===== config.mk =====
export PLATFORM = sky130hd
export DESIGN_NAME = conv_frame_sequencer
export DESIGN_NICKNAME = d
export VERILOG_FILES = /design/src/rtl/conv_frame_sequencer.sv
export SDC_FILE = /design/constraint.sdc
export NUM_CORES = 1
export LEC_CHECK = 0
export ABC_AREA = 1
export CORE_MARGIN = 2
export CORE_UTILIZATION = 43
export CTS_BUF_LIST = sky130_fd_sc_hd__clkbuf_4
export DETAILED_ROUTE_END_ITERATION = 7
export PLACE_DENSITY = 0.78
export SLEW_MARGIN = 10
export SYNTH_ARGS = -nofsm -noshare
export SYNTH_HDL_FRONTEND = slang
export SYNTH_SLANG_ARGS = --single-unit

===== constraint.sdc =====
create_clock -name clock -period 2.5 [get_ports clock]
set_clock_uncertainty 0.1 [all_clocks]
set_input_delay 0.25 -clock clock [delete_from_list [all_inputs] [get_ports clock]]
set_output_delay 0.25 -clock clock [all_outputs]
set_load 0.005 [all_outputs]

===== src/rtl/conv_frame_sequencer.sv =====
// rtl/conv_frame_sequencer.sv - frame admission, gap-free pixel streaming and output tracking for the layer-1 conv windower
module conv_frame_sequencer #(
    parameter int IMG_SIZE     = 32,
    parameter int CH_IN        = 3,
    parameter int GAP_CYCLES   = 34,
    parameter int MAX_INFLIGHT = 2
) (
    input  logic                   clock,
    input  logic                   reset,
    input  logic                   run,
    input  logic                   frame_avail,
    input  logic                   src_vld,
    input  logic [CH_IN-1:0][15:0] src_data,
    output logic                   src_rdy,
    output logic                   conv_vld_in,
    output logic [CH_IN-1:0][15:0] conv_in,
    input  logic                   conv_vld_out,
    input  logic                   clr_err,
    output logic                   frame_start,
    output logic                   frame_done,
    output logic                   underrun,
    output logic                   busy
);
    localparam int NPIX = IMG_SIZE * IMG_SIZE;
    localparam int CW   = (IMG_SIZE > 1) ? $clog2(IMG_SIZE) : 1;
    localparam int OW   = (NPIX > 1) ? $clog2(NPIX) : 1;
    localparam int GW   = (GAP_CYCLES > 1) ? $clog2(GAP_CYCLES) : 1;

    localparam logic [CW-1:0] POS_LAST = CW'(IMG_SIZE - 1);
    localparam logic [OW-1:0] OUT_LAST = OW'(NPIX - 1);
    localparam logic [GW-1:0] GAP_INIT = GW'((GAP_CYCLES > 0) ? GAP_CYCLES - 1 : 0);
    localparam logic [2:0]    INF_MAX  = 3'(MAX_INFLIGHT);

    typedef enum logic [1:0] {IDLE, STREAM, GAP} state_t;

    state_t                 state_q, state_d;
    logic [CW-1:0]          row_q, row_d, col_q, col_d;
    logic [GW-1:0]          gap_cnt_q, gap_cnt_d;
    logic [OW-1:0]          out_cnt_q, out_cnt_d;
    logic [2:0]             inflight_q, inflight_d;
    logic                   conv_vld_in_q, conv_vld_in_d;
    logic [CH_IN-1:0][15:0] conv_in_q, conv_in_d;
    logic                   frame_start_q, frame_start_d;
    logic                   frame_done_q, frame_done_d;
    logic                   underrun_q, underrun_d;
    logic                   start_evt, done_evt, streaming;

    always_ff @(posedge clock or posedge reset) begin
        if (reset) begin
            state_q       <= IDLE;
            row_q         <= '0;
            col_q         <= '0;
            gap_cnt_q     <= '0;
            out_cnt_q     <= '0;
            inflight_q    <= '0;
            conv_vld_in_q <= 1'b0;
            conv_in_q     <= '0;
            frame_start_q <= 1'b0;
            frame_done_q  <= 1'b0;
            underrun_q    <= 1'b0;
        end else begin
            state_q       <= state_d;
            row_q         <= row_d;
            col_q         <= col_d;
            gap_cnt_q     <= gap_cnt_d;
            out_cnt_q     <= out_cnt_d;
            inflight_q    <= inflight_d;
            conv_vld_in_q <= conv_vld_in_d;
            conv_in_q     <= conv_in_d;
            frame_start_q <= frame_start_d;
            frame_done_q  <= frame_done_d;
            underrun_q    <= underrun_d;
        end
    end

    always_comb begin
        state_d   = state_q;
        row_d     = row_q;
        col_d     = col_q;
        gap_cnt_d = gap_cnt_q;
        out_cnt_d = out_cnt_q;
        start_evt = 1'b0;
        streaming = (state_q == STREAM);
        done_evt  = conv_vld_out && (inflight_q != 3'd0) && (out_cnt_q == OUT_LAST);

        case (state_q)
            IDLE: begin
                if (run && frame_avail && (inflight_q < INF_MAX)) begin
                    start_evt = 1'b1;
                    state_d   = STREAM;
                    row_d     = '0;
                    col_d     = '0;
                end
            end
            STREAM: begin
                // Runs a fixed pixel count regardless of src_vld so the windower never sees a hole.
                if (col_q == POS_LAST) begin
                    col_d = '0;
                    row_d = row_q + 1'b1;
                    if (row_q == POS_LAST) begin
                        if (GAP_CYCLES > 0) begin
                            state_d   = GAP;
                            gap_cnt_d = GAP_INIT;
                        end else begin
                            state_d = IDLE;
                        end
                    end
                end else begin
                    col_d = col_q + 1'b1;
                end
            end
            GAP: begin
                if (gap_cnt_q == '0) state_d = IDLE;
                else                 gap_cnt_d = gap_cnt_q - 1'b1;
            end
            default: state_d = IDLE;
        endcase

        // Output beats with nothing in flight are stray and must not advance the count.
        if (conv_vld_out && (inflight_q != 3'd0)) begin
            out_cnt_d = done_evt ? '0 : out_cnt_q + 1'b1;
        end
        inflight_d = inflight_q + {2'b00, start_evt} - {2'b00, done_evt};

        conv_vld_in_d = streaming;
        conv_in_d     = (streaming && src_vld) ? src_data : '0;
        frame_start_d = streaming && (row_q == '0) && (col_q == '0);
        frame_done_d  = done_evt;
        underrun_d    = (streaming && !src_vld) || (underrun_q && !clr_err);
    end

    assign src_rdy     = (state_q == STREAM);
    assign busy        = (state_q != IDLE) || (inflight_q != 3'd0);
    assign conv_vld_in = conv_vld_in_q;
    assign conv_in     = conv_in_q;
    assign frame_start = frame_start_q;
    assign frame_done  = frame_done_q;
    assign underrun    = underrun_q;
endmodule


==> results of run 1 <==
path summary, 6_finish.rpt:
| check | startpoint | to | depth (start not counted) |
|---|---|---|---|
| setup reg to reg | out_cnt_q[1] | inflight_q[2] | 11 |
| min in group clock | src_data[37] | conv_in[37] | 3 |
| max in group asynchronous | reset | conv_in[33] | 3 |
| hold / removal | reset | out_cnt_q[5] | 3 |
| setup / recovery | out_cnt_q[1] | inflight_q[2] | 11 |
| hold reg to reg | out_cnt_q[6] | out_cnt_q[6] | 1 |
cell usage in the layout, fill, tap and decap left out:
master / n
clkbuf_4: 9
dfrtp_1: 83
nand4_2: 1
buf_12: 1
a21oi_1: 2
fa_1: 1
inv_6: 1
o21ai_0: 12
nand2_4: 1
bufinv_16: 1
o21bai_1: 1
inv_2: 1
nand4_1: 6
nand3_1: 22
buf_4: 2
o21ai_1: 1
ha_1: 11
clkinv_4: 3
o22ai_1: 2
nand3_2: 1
nand2_1: 63
nor2_2: 1
nand2_2: 3
nor3_1: 1
clkdlybuf4s50_1: 108
xnor2_1: 4
inv_4: 1
inv_1: 85
clkinvlp_4: 1
nor2_1: 76
clkinv_2: 2
nor2_4: 1
xor2_1: 2
logic make-up after synthesis:
kind of cell             count (synthesis)
buffers and inverters                   93
adder cells (fa/ha/maj)                 12
AND/OR/NAND/NOR                        176
AO/OA/AOI/OAI                           18
XOR/XNOR                                 6
flip-flops                              83
flip-flops by register name, indices dropped and copies added (netlist names), 2 cells and up:
name and flops:
col_q 5, inflight_q 3, conv_in 48, state_q 2, gap_cnt_q 6, out_cnt_q 10, row_q 5
power by group:
part / internal [mW] / switching (mW) / total, mW
clock: 0.312 / 0.476 / 0.787
sequential: 1.43 / 0.0642 / 1.49
combinational: 0.211 / 0.156 / 0.367
total: 1.95 / 0.696 / 2.65
worst reg2reg max path, stage by stage, from the launching register on:
cell	delay, ps
dfrtp_1	420
ha_1	190
nand2_1	60
nor2_1	150
nand2_1	110
inv_1	80
nand2_1	90
nand2_1	70
nand2_1	50
ha_1	190
fa_1	380
xnor2_1	140
metal layers:
layer / vias to the layer above / global-route usage (%) / part of all wire [%]
met2: 97 / 29.8 / 47
met1: 1278 / 21.6 / 40
met3: 11 / 9.79 / 11
met5: - / 0 / 0
met4: 0 / 5.07 / 1.3
li1: 1377 / - / -
layout make-up:
| class | instances | area, um^2 | share of cell area [%] |
|---|---|---|---|
| sequential | 83 | 2080 | 42.8 |
| clock inverter | 7 | 77.6 | 1.60 |
| tap | 102 | 128 | 2.63 |
| clock buffer | 9 | 67.6 | 1.39 |
| multi-input combinational | 212 | 1050 | 21.6 |
| timing repair buffer | 111 | 1120 | 23.0 |
| inverter | 88 | 334 | 6.89 |
per-stage QoR:
stage          std cells  utilization (%)  worst slack (ps)  power, mW  hold slack [ps]
3_3_place_gp         596             60.3               336       1.88              384
2_1_floorplan        388                -              13.2       1.67              250
4_1_cts              612             62.1               377       2.68              116
5_1_grt              612             62.1               122       2.79              147
6_report             612             62.1               393       2.65              121
3_5_place_dp         596             60.3               288       1.89              387
==> flow_summary.toml, run 1 <==
[status]
status = "completed"

[layout]
fin_nets = 572
drive_above_1_share_pct = 5.88
syn_to_final_growth_pct = 38.4
antenna_cells = 0
fin_area_mm2 = 0.00485
fill_cells = 659

[logic_synthesis]
ys_top_cells_by_count = "inv_1, dfrtp_1, nor2_1, nand2_1, nand3_1"
synthesis.instances = 388
synth_most_common_cell = "inv_1"
synth_top_family_by_area = "simple AND/OR/NAND/NOR gates"
syn-num-nets = 455
synth_fa_ha_area_share_pct = 4.50
synth.avg_cell_area_um2 = 9.03
synth_area_mm2 = 0.00350
ys.flop_type = "dfrtp_1"
synth-seq-cells = 83
synth_seq_area_share_pct = 59.3
synth_compound_area_share_pct = 2.71
synth_xor_area_share_pct = 1.50
synth-simple-area-share_pct = 21.3
yosys.area.top_type_share_pct = 59.3
synth_edf_count = 0
synth_top_area_cell = "dfrtp_1"
muxShareOfSynthArea_pct = 0
synth_area_leaders = "dfrtp_1, inv_1, nor2_1"
async_reset_ff_share_pct = 100
yosys_warnings = 0
synth_cell_type_count = 26

[placement]
port_buffers = 108
dp_hpwl_mm = 5.65
place_congestion = 0.868
placed_area_mm2 = 0.00470

[setup_path]
required_ps = 2710
crit_top_cell = "nand2_1"
cp-start-kind = "register"
slowest_delay_ps = 420
timing_worst_setup_path_type = "register to register"
cp_top_family = "adder cells"
cp_slowest_cell = "dfrtp_1"
ff2ff_setup_slack_ps = 390
worst-path-buf-inv = 1
crit_chain = "ha_1, nand2_1, nor2_1, nand2_1, inv_1, nand2_1, nand2_1, nand2_1, ha_1, fa_1, xnor2_1"
worstSetupEndpointType = "register"
critPathArrivalTime_ps = 2320
path_max_fanout = 4

[power]
ir_worst_vdd_mv = 0.458
power_density_mw_per_mm2 = 545
total_leakage_power_nw = 2.49

[routing]
drt_wl_total_mm = 7.49
dr.first_iter.drc_count = 88
dr.pass1.iters = 4
drc = 0
wl_per_cell_um = 12.2
vias = 2763
ant_nets = 0
viasPerCell = 4.51

[sta]
hold_viol = 0
setup_viol_count_final = 0
max_clock_freq_ghz = 0.475
slew_headroom_pct = 56.0
fin_crit_ps = 2110
slew_violations = 0
worstMarginPinSlew_ps = 660
fin_tns_setup_ps = 0
grt_setup_unrepaired = "false"
min_period_over_period_pct = 84.3

[clock_network]
cts_resized = 0
post_cts_buffers = 0
cts_root_buffer = "clkbuf_4"
clk_latency_ps = 410
clk_pin_slew_ps = 130
numCtsBuffers = 9
cts.sinks = 83
cts_tree = "done"
ctsLongestPathBuffers = 2
holdBufCountCts = 0
cts-htree-levels = 3

[floorplan]
die_h_um = 94.3
die_area_mm2 = 0.00888
io_pins = 109
coreArea_mm2 = 0.00781
start_util_pct = 44.9
die_x_um = 94.3
rows = 32

[grt]
grt_max_degree = 55
grtUsageTotal_pct = 18.5
antenna_found_initial = 0
grt.overflow.total = 0
grt_pass1_vias = 2829
grt_pass1_wl_mm = 12.7

[hold_path]
hold_path_class = "primary input to async pin"

[job]
maxCapViolCount = 0
Power figures use the tool's default switching activity.
==> inputs of run 2 (changes only) <==
--- a/config.mk
+++ b/config.mk
@@ -7,10 +7,10 @@
 export LEC_CHECK = 0
 export ABC_AREA = 1
 export CORE_MARGIN = 2
-export CORE_UTILIZATION = 43
+export CORE_UTILIZATION = 48
 export CTS_BUF_LIST = sky130_fd_sc_hd__clkbuf_4
 export DETAILED_ROUTE_END_ITERATION = 7
-export PLACE_DENSITY = 0.78
+export PLACE_DENSITY = 0.82
 export SLEW_MARGIN = 10
 export SYNTH_ARGS = -nofsm -noshare
 export SYNTH_HDL_FRONTEND = slang
==> constraint.sdc (replaced) <==
create_clock -name clock -period 2.05 [get_ports clock]
set_clock_uncertainty 0.1 [all_clocks]
set_input_delay 0.205 -clock clock [delete_from_list [all_inputs] [get_ports clock]]
set_output_delay 0.205 -clock clock [all_outputs]
set_load 0.005 [all_outputs]
==> run 2 against run 1 <==
Compared with the run above: design area up 2.1%; sequential share of layout area down 0.90 points; setup slack got worse by 310 ps; critical path depth unchanged; fmax rose by 7.3%; first-iteration DRC count rose by 45%; power grew 32%; non-clock buffer count grew 5; largest cell class unchanged.
==> flow_summary.toml, run 2 (synthesized netlist as in run 1, its figures left out) <==
[setup_path]
r2r-start = "out_cnt_q[0]"
cp-start-kind = "register"
timing_worst_setup_path_type = "register to register"
path_max_fanout = 3
critPathArrivalTime_ps = 2170
cp-startpoint = "out_cnt_q[0]"
required_ps = 2260
ff2ff_setup_slack_ps = 90
worstSetupEndpointType = "register"

[layout]
syn_to_final_growth_pct = 41.4
final_util_pct = 69.0
largest_reg_flops = 48
fin_nets = 577
fin_area_mm2 = 0.00495
layout_commonest_cell = "clkdlybuf4s50_1"
instances_no_fill = 614
antenna_cells = 0
drive_above_1_share_pct = 7.57
final_cell_mix = "clkdlybuf4s50_1, inv_1, dfrtp_1"

[clock_network]
clk_pin_slew_ps = 140
numCtsBuffers = 9
cts_tree = "done"
ctsLongestPathBuffers = 2
cts.sinks = 83
cts_root_buffer = "clkbuf_4"
cts-htree-levels = 3
clk_latency_ps = 420

[grt]
grt_pass1_vias = 2739
grtUsageTotal_pct = 20.3
antenna_found_initial = 0
grt_pass1_wl_mm = 12.2
grt_max_degree = 84
grt.overflow.total = 0

[routing]
ant_nets = 0
dr.pass1.iters = 4
drc = 0
route.met3.wl_um = 837
maxUsedRoutingLayer = "met4"
vias = 2791
viasPerCell = 4.55
wl_met1_mm = 2.99
dr.first_iter.drc_count = 128
wl_met2_mm = 3.70
wl_per_cell_um = 12.4
drt_wl_total_mm = 7.62

[placement]
dp_cells = 595
port_buffers = 108
dp_hpwl_mm = 5.43
placed_area_mm2 = 0.00473
pre_cts_ws_ps = -9.03
place_congestion = 0.820

[power]
total_leakage_power_nw = 2.54
ir_worst_vdd_mv = 0.509
p_clk_share_pct = 34.3
p_seq_share_pct = 51.9
p_total_mw = 3.50
p_comb_share_pct = 13.8
p_int_mw = 2.65
switching_share_pct = 24.2
p_sw_uw = 848
power_density_mw_per_mm2 = 706

[floorplan]
die_area_mm2 = 0.00800
rows = 31
die_h_um = 89.4
start_util_pct = 48.8
coreArea_mm2 = 0.00718
io_pins = 109
die_x_um = 89.4

[sta]
hold_slack_ps = 125
fin_tns_setup_ps = 0
fin_crit_ps = 1960
max_clock_freq_ghz = 0.509
slew_headroom_pct = 70.9
slew_violations = 0
min_period_over_period_pct = 95.8
grt_setup_unrepaired = "true"
worstMarginPinSlew_ps = 436
setup_ws_ps = 85.7
hold_viol = 0
setup_viol_count_final = 0

[hold_path]
hold_path_class = "primary input to async pin"

[status]
status = "completed"

[job]
maxCapViolCount = 0
run 2: cell types whose count changed in the layout (fill, tap and decap cells not counted), sizes merged:
cell,previous run,this run
clkbuf,9,10
buf,3,8
bufinv,1,3
clkinv,5,2
run 2: timing repair:
action                                  CTS  global route
gates resized for setup                   0             5
hold buffers                              0             0
setup buffers                             2             1
pin swaps                                 1             2
endpoints found under the setup margin    1             3
run 2: final cells by class:
cell class                 count  area [um^2]
clock buffer                  10         75.1
clock inverter                 6          113
fill                         547         2220
inverter                      88          339
multi-input combinational    212         1060
sequential                    83         2080
tap                           99          124
timing repair buffer         116         1170
run 2: power groups by stage:
stage | logic, mW | clock network, mW | registers (mW)
after floorplan | 0.197 | 0 | 1.84
after global placement | 0.450 | 0 | 1.84
after detailed placement | 0.456 | 0 | 1.85
after CTS | 0.483 | 1.24 | 1.81
after global routing | 0.540 | 1.29 | 1.83
final | 0.482 | 1.20 | 1.82
run 2: final timing paths:
path,cells past startpoint,end
max in group asynchronous,3,row_q[2]
min in group clock,3,conv_in[39]
worst max-delay path,11,inflight_q[2]
worst min register to register,1,out_cnt_q[6]
worst min-delay path,3,conv_in[10]
worst max register to register,11,inflight_q[2]
run 2: critical path, stage by stage, from the launching register on:
cell and delay [ps]:
dfrtp_1 390, ha_2 180, nand2_1 70, nor2_2 120, nand2_2 80, inv_1 80
nand2_1 60, nand2_1 60, nand2_1 50, ha_1 190, fa_2 340, xnor2_1 140
run 2: routing by layer:
layer | vias to the layer above | track usage, %
met5 | - | 0
met4 | 0 | 6.11
met3 | 10 | 10.7
met2 | 87 | 32.6
met1 | 1297 | 23.7
li1 | 1397 | -
==> inputs of run 3 (changes only) <==
--- a/config.mk
+++ b/config.mk
@@ -5,9 +5,8 @@
 export SDC_FILE = /design/constraint.sdc
 export NUM_CORES = 1
 export LEC_CHECK = 0
-export ABC_AREA = 1
-export CORE_MARGIN = 2
-export CORE_UTILIZATION = 48
+export CORE_MARGIN = 3
+export CORE_UTILIZATION = 47
 export CTS_BUF_LIST = sky130_fd_sc_hd__clkbuf_4
 export DETAILED_ROUTE_END_ITERATION = 7
 export PLACE_DENSITY = 0.82
==> constraint.sdc (replaced) <==
create_clock -name clock -period 2.05 [get_ports clock]
set_clock_uncertainty 0.1 [all_clocks]
set_input_delay 0.41 -clock clock [delete_from_list [all_inputs] [get_ports clock]]
set_output_delay 0.41 -clock clock [all_outputs]
set_load 0.005 [all_outputs]
==> run 3 against run 2 <==
Compared with the run above: the run now ends with setup timing left; clock-buffer cell count shrank 1; synthesized area shrank 5.6%; power shrank 8.3%.
==> flow_summary.toml, run 3 <==
[routing]
dr.first_iter.drc_count = 164
drt_wl_total_mm = 8.02
wl_per_cell_um = 16.0
viasPerCell = 5.13
ant_nets = 0
dr.pass1.iters = 4
vias = 2570
drc = 0

[layout]
final_cell_mix = "clkdlybuf4s50_1, dfrtp_1, and3_1"
largest_reg_flops = 48
instances_no_fill = 501
fin_area_mm2 = 0.00486
drive_above_1_share_pct = 13.7
syn_to_final_growth_pct = 46.9
fin_nets = 470
layout_commonest_cell = "clkdlybuf4s50_1"
final_util_pct = 74.0
antenna_cells = 0

[power]
power_density_mw_per_mm2 = 660
p_total_mw = 3.21
total_leakage_power_nw = 2.28
ir_worst_vdd_mv = 0.400

[clock_network]
clk_latency_ps = 430
cts-htree-levels = 3
ctsLongestPathBuffers = 2
clk_pin_slew_ps = 140
cts_root_buffer = "clkbuf_4"
numCtsBuffers = 9
cts.sinks = 83
cts_tree = "done"
holdBufCountCts = 0

[logic_synthesis]
yosys_warnings = 0
synthesis.instances = 276
ys.flop_type = "dfrtp_1"
ys_top_cells_by_count = "dfrtp_1, and3_1, nand2_1, inv_1, nand3_1"
synth-seq-cells = 83
synth_area_leaders = "dfrtp_1, and3_1, ha_1"
synth_area_mm2 = 0.00331
synth_edf_count = 0
synth_seq_area_share_pct = 62.8
yosys.area.top_type_share_pct = 62.8
synth_cell_type_count = 39
syn-num-nets = 343
async_reset_ff_share_pct = 100
synth_top_area_cell = "dfrtp_1"
synth.avg_cell_area_um2 = 12.0
synth_most_common_cell = "dfrtp_1"

[grt]
grt_pass1_wl_mm = 13.1
grtUsageMet3_pct = 4.67
grt_use_met1_pct = 23.6
grtUsageTotal_pct = 20.3
grt_pass1_vias = 2636
use_met2_pct = 35.2
grt.overflow.total = 0
grt_max_degree = 84
antenna_found_initial = 0
busiest_layer = "met2"

[placement]
port_buffers = 108
pre_cts_ws_ps = -367
place_congestion = 0.805
dp_hpwl_mm = 5.73
dp_cells = 482
placed_area_mm2 = 0.00463

[sta]
slew_headroom_pct = 70.7
max_clock_freq_ghz = 0.478
grt_setup_unrepaired = "true"
slew_violations = 0
worstMarginPinSlew_ps = 440
min_period_over_period_pct = 102
fin_tns_setup_ps = -69.2
setup_ws_ps = -40.6
setup_viol_count_final = 2
fin_crit_ps = 2090
hold_viol = 0
hold_slack_ps = 339

[floorplan]
start_util_pct = 50.4
coreArea_mm2 = 0.00657
io_pins = 109
rows = 29
die_h_um = 89.9
die_area_mm2 = 0.00808
die_x_um = 89.9

[setup_path]
cp-startpoint = "inflight_q[1]"
worstSetupEndpointType = "register"
required_ps = 2280
crit_top_cell = "xnor2_2"
cp_top_family = "adder cells"
critPathArrivalTime_ps = 2330
crit_chain = "inv_2, ha_4, nand3_4, or3_4, xnor2_2, ha_2, fa_2, xnor2_2"
cp_slowest_cell = "dfrtp_1"
worst-r2r-cell-count = 8
path_max_fanout = 2
path_depth = 8
cp-start-kind = "register"
ff2ff_setup_slack_ps = -40
timing_worst_setup_path_type = "register to register"
worst-path-buf-inv = 1
slowest_delay_ps = 420
r2r-start = "inflight_q[1]"

[hold_path]
hold_path_class = "primary input to async pin"

[status]
status = "complete, but fails checks"
failed_checks = "setup timing"

[job]
maxCapViolCount = 0
-- run 3: changes by cell type after synthesis, moves of 4 or more --
cell / change
inv_1: -72
or3_1: +4
clkbuf_1: +9
nor2_1: -70
a22o_1: +5
nand3_1: -10
o21ai_0: -5
nor3_1: +5
and3_1: +51
nand2_1: -45
o31ai_1: +4
-- run 3: worst register-to-register path, stage by stage (launching register included) --
cell     delay [ps]
dfrtp_1         420
inv_2            90
ha_4            140
nand3_4          60
or3_4           390
xnor2_2         140
ha_2            180
fa_2            350
xnor2_2         130
-- run 3: final cells by class --
cell class              count  area, um^2
flip-flops and latches     83        2080
well taps                  93         116
multi-input cells         166        1190
clock buffers               9        67.6
clock inverters             7        76.3
fillers                   424        1710
inverters                  15        62.6
repair buffers            128        1270
-- run 3: logic make-up (layout without fill, tap and decap cells) --
kind of cell | Yosys count | count (layout) | synth area share, %
adder cells (fa/ha/maj) | 12 | 12 | 4.77
AND/OR/NAND/NOR | 117 | 117 | 20.4
buffers and inverters | 27 | 159 | 3.18
multiplexers | 5 | 5 | 1.74
AO/OA/AOI/OAI | 22 | 22 | 4.43
XOR/XNOR | 10 | 10 | 2.65
flip-flops | 83 | 83 | 62.8
-- run 3: path summary, 6_finish.rpt --
kind                                 endpoint
min in group clock               out_cnt_q[8]
worst max register to register  inflight_q[2]
max in group asynchronous            col_q[2]
worst min register to register   out_cnt_q[8]
worst max-delay path            inflight_q[2]
worst min-delay path              conv_in[42]
-- run 3: repair_timing --
item                       4_1_cts  5_1_grt
setup buffers                    2        1
hold endpoints to repair         0        0
gates resized for setup         12        5
pin swaps                        3        2
setup endpoints to repair        4        3
cloned                           0        0
-- run 3: metal layers --
metal | vias up | part of all wire [%]
li1 | 1215 | -
met1 | 1259 | 39
met2 | 70 | 52
met3 | 26 | 4.8
met4 | 0 | 3.8
met5 | - | 0
-- run 3: power by group --
| part | switching [mW] | internal (mW) |
|---|---|---|
| sequential | 0.0785 | 1.74 |
| clock | 0.585 | 0.377 |
| combinational | 0.160 | 0.267 |
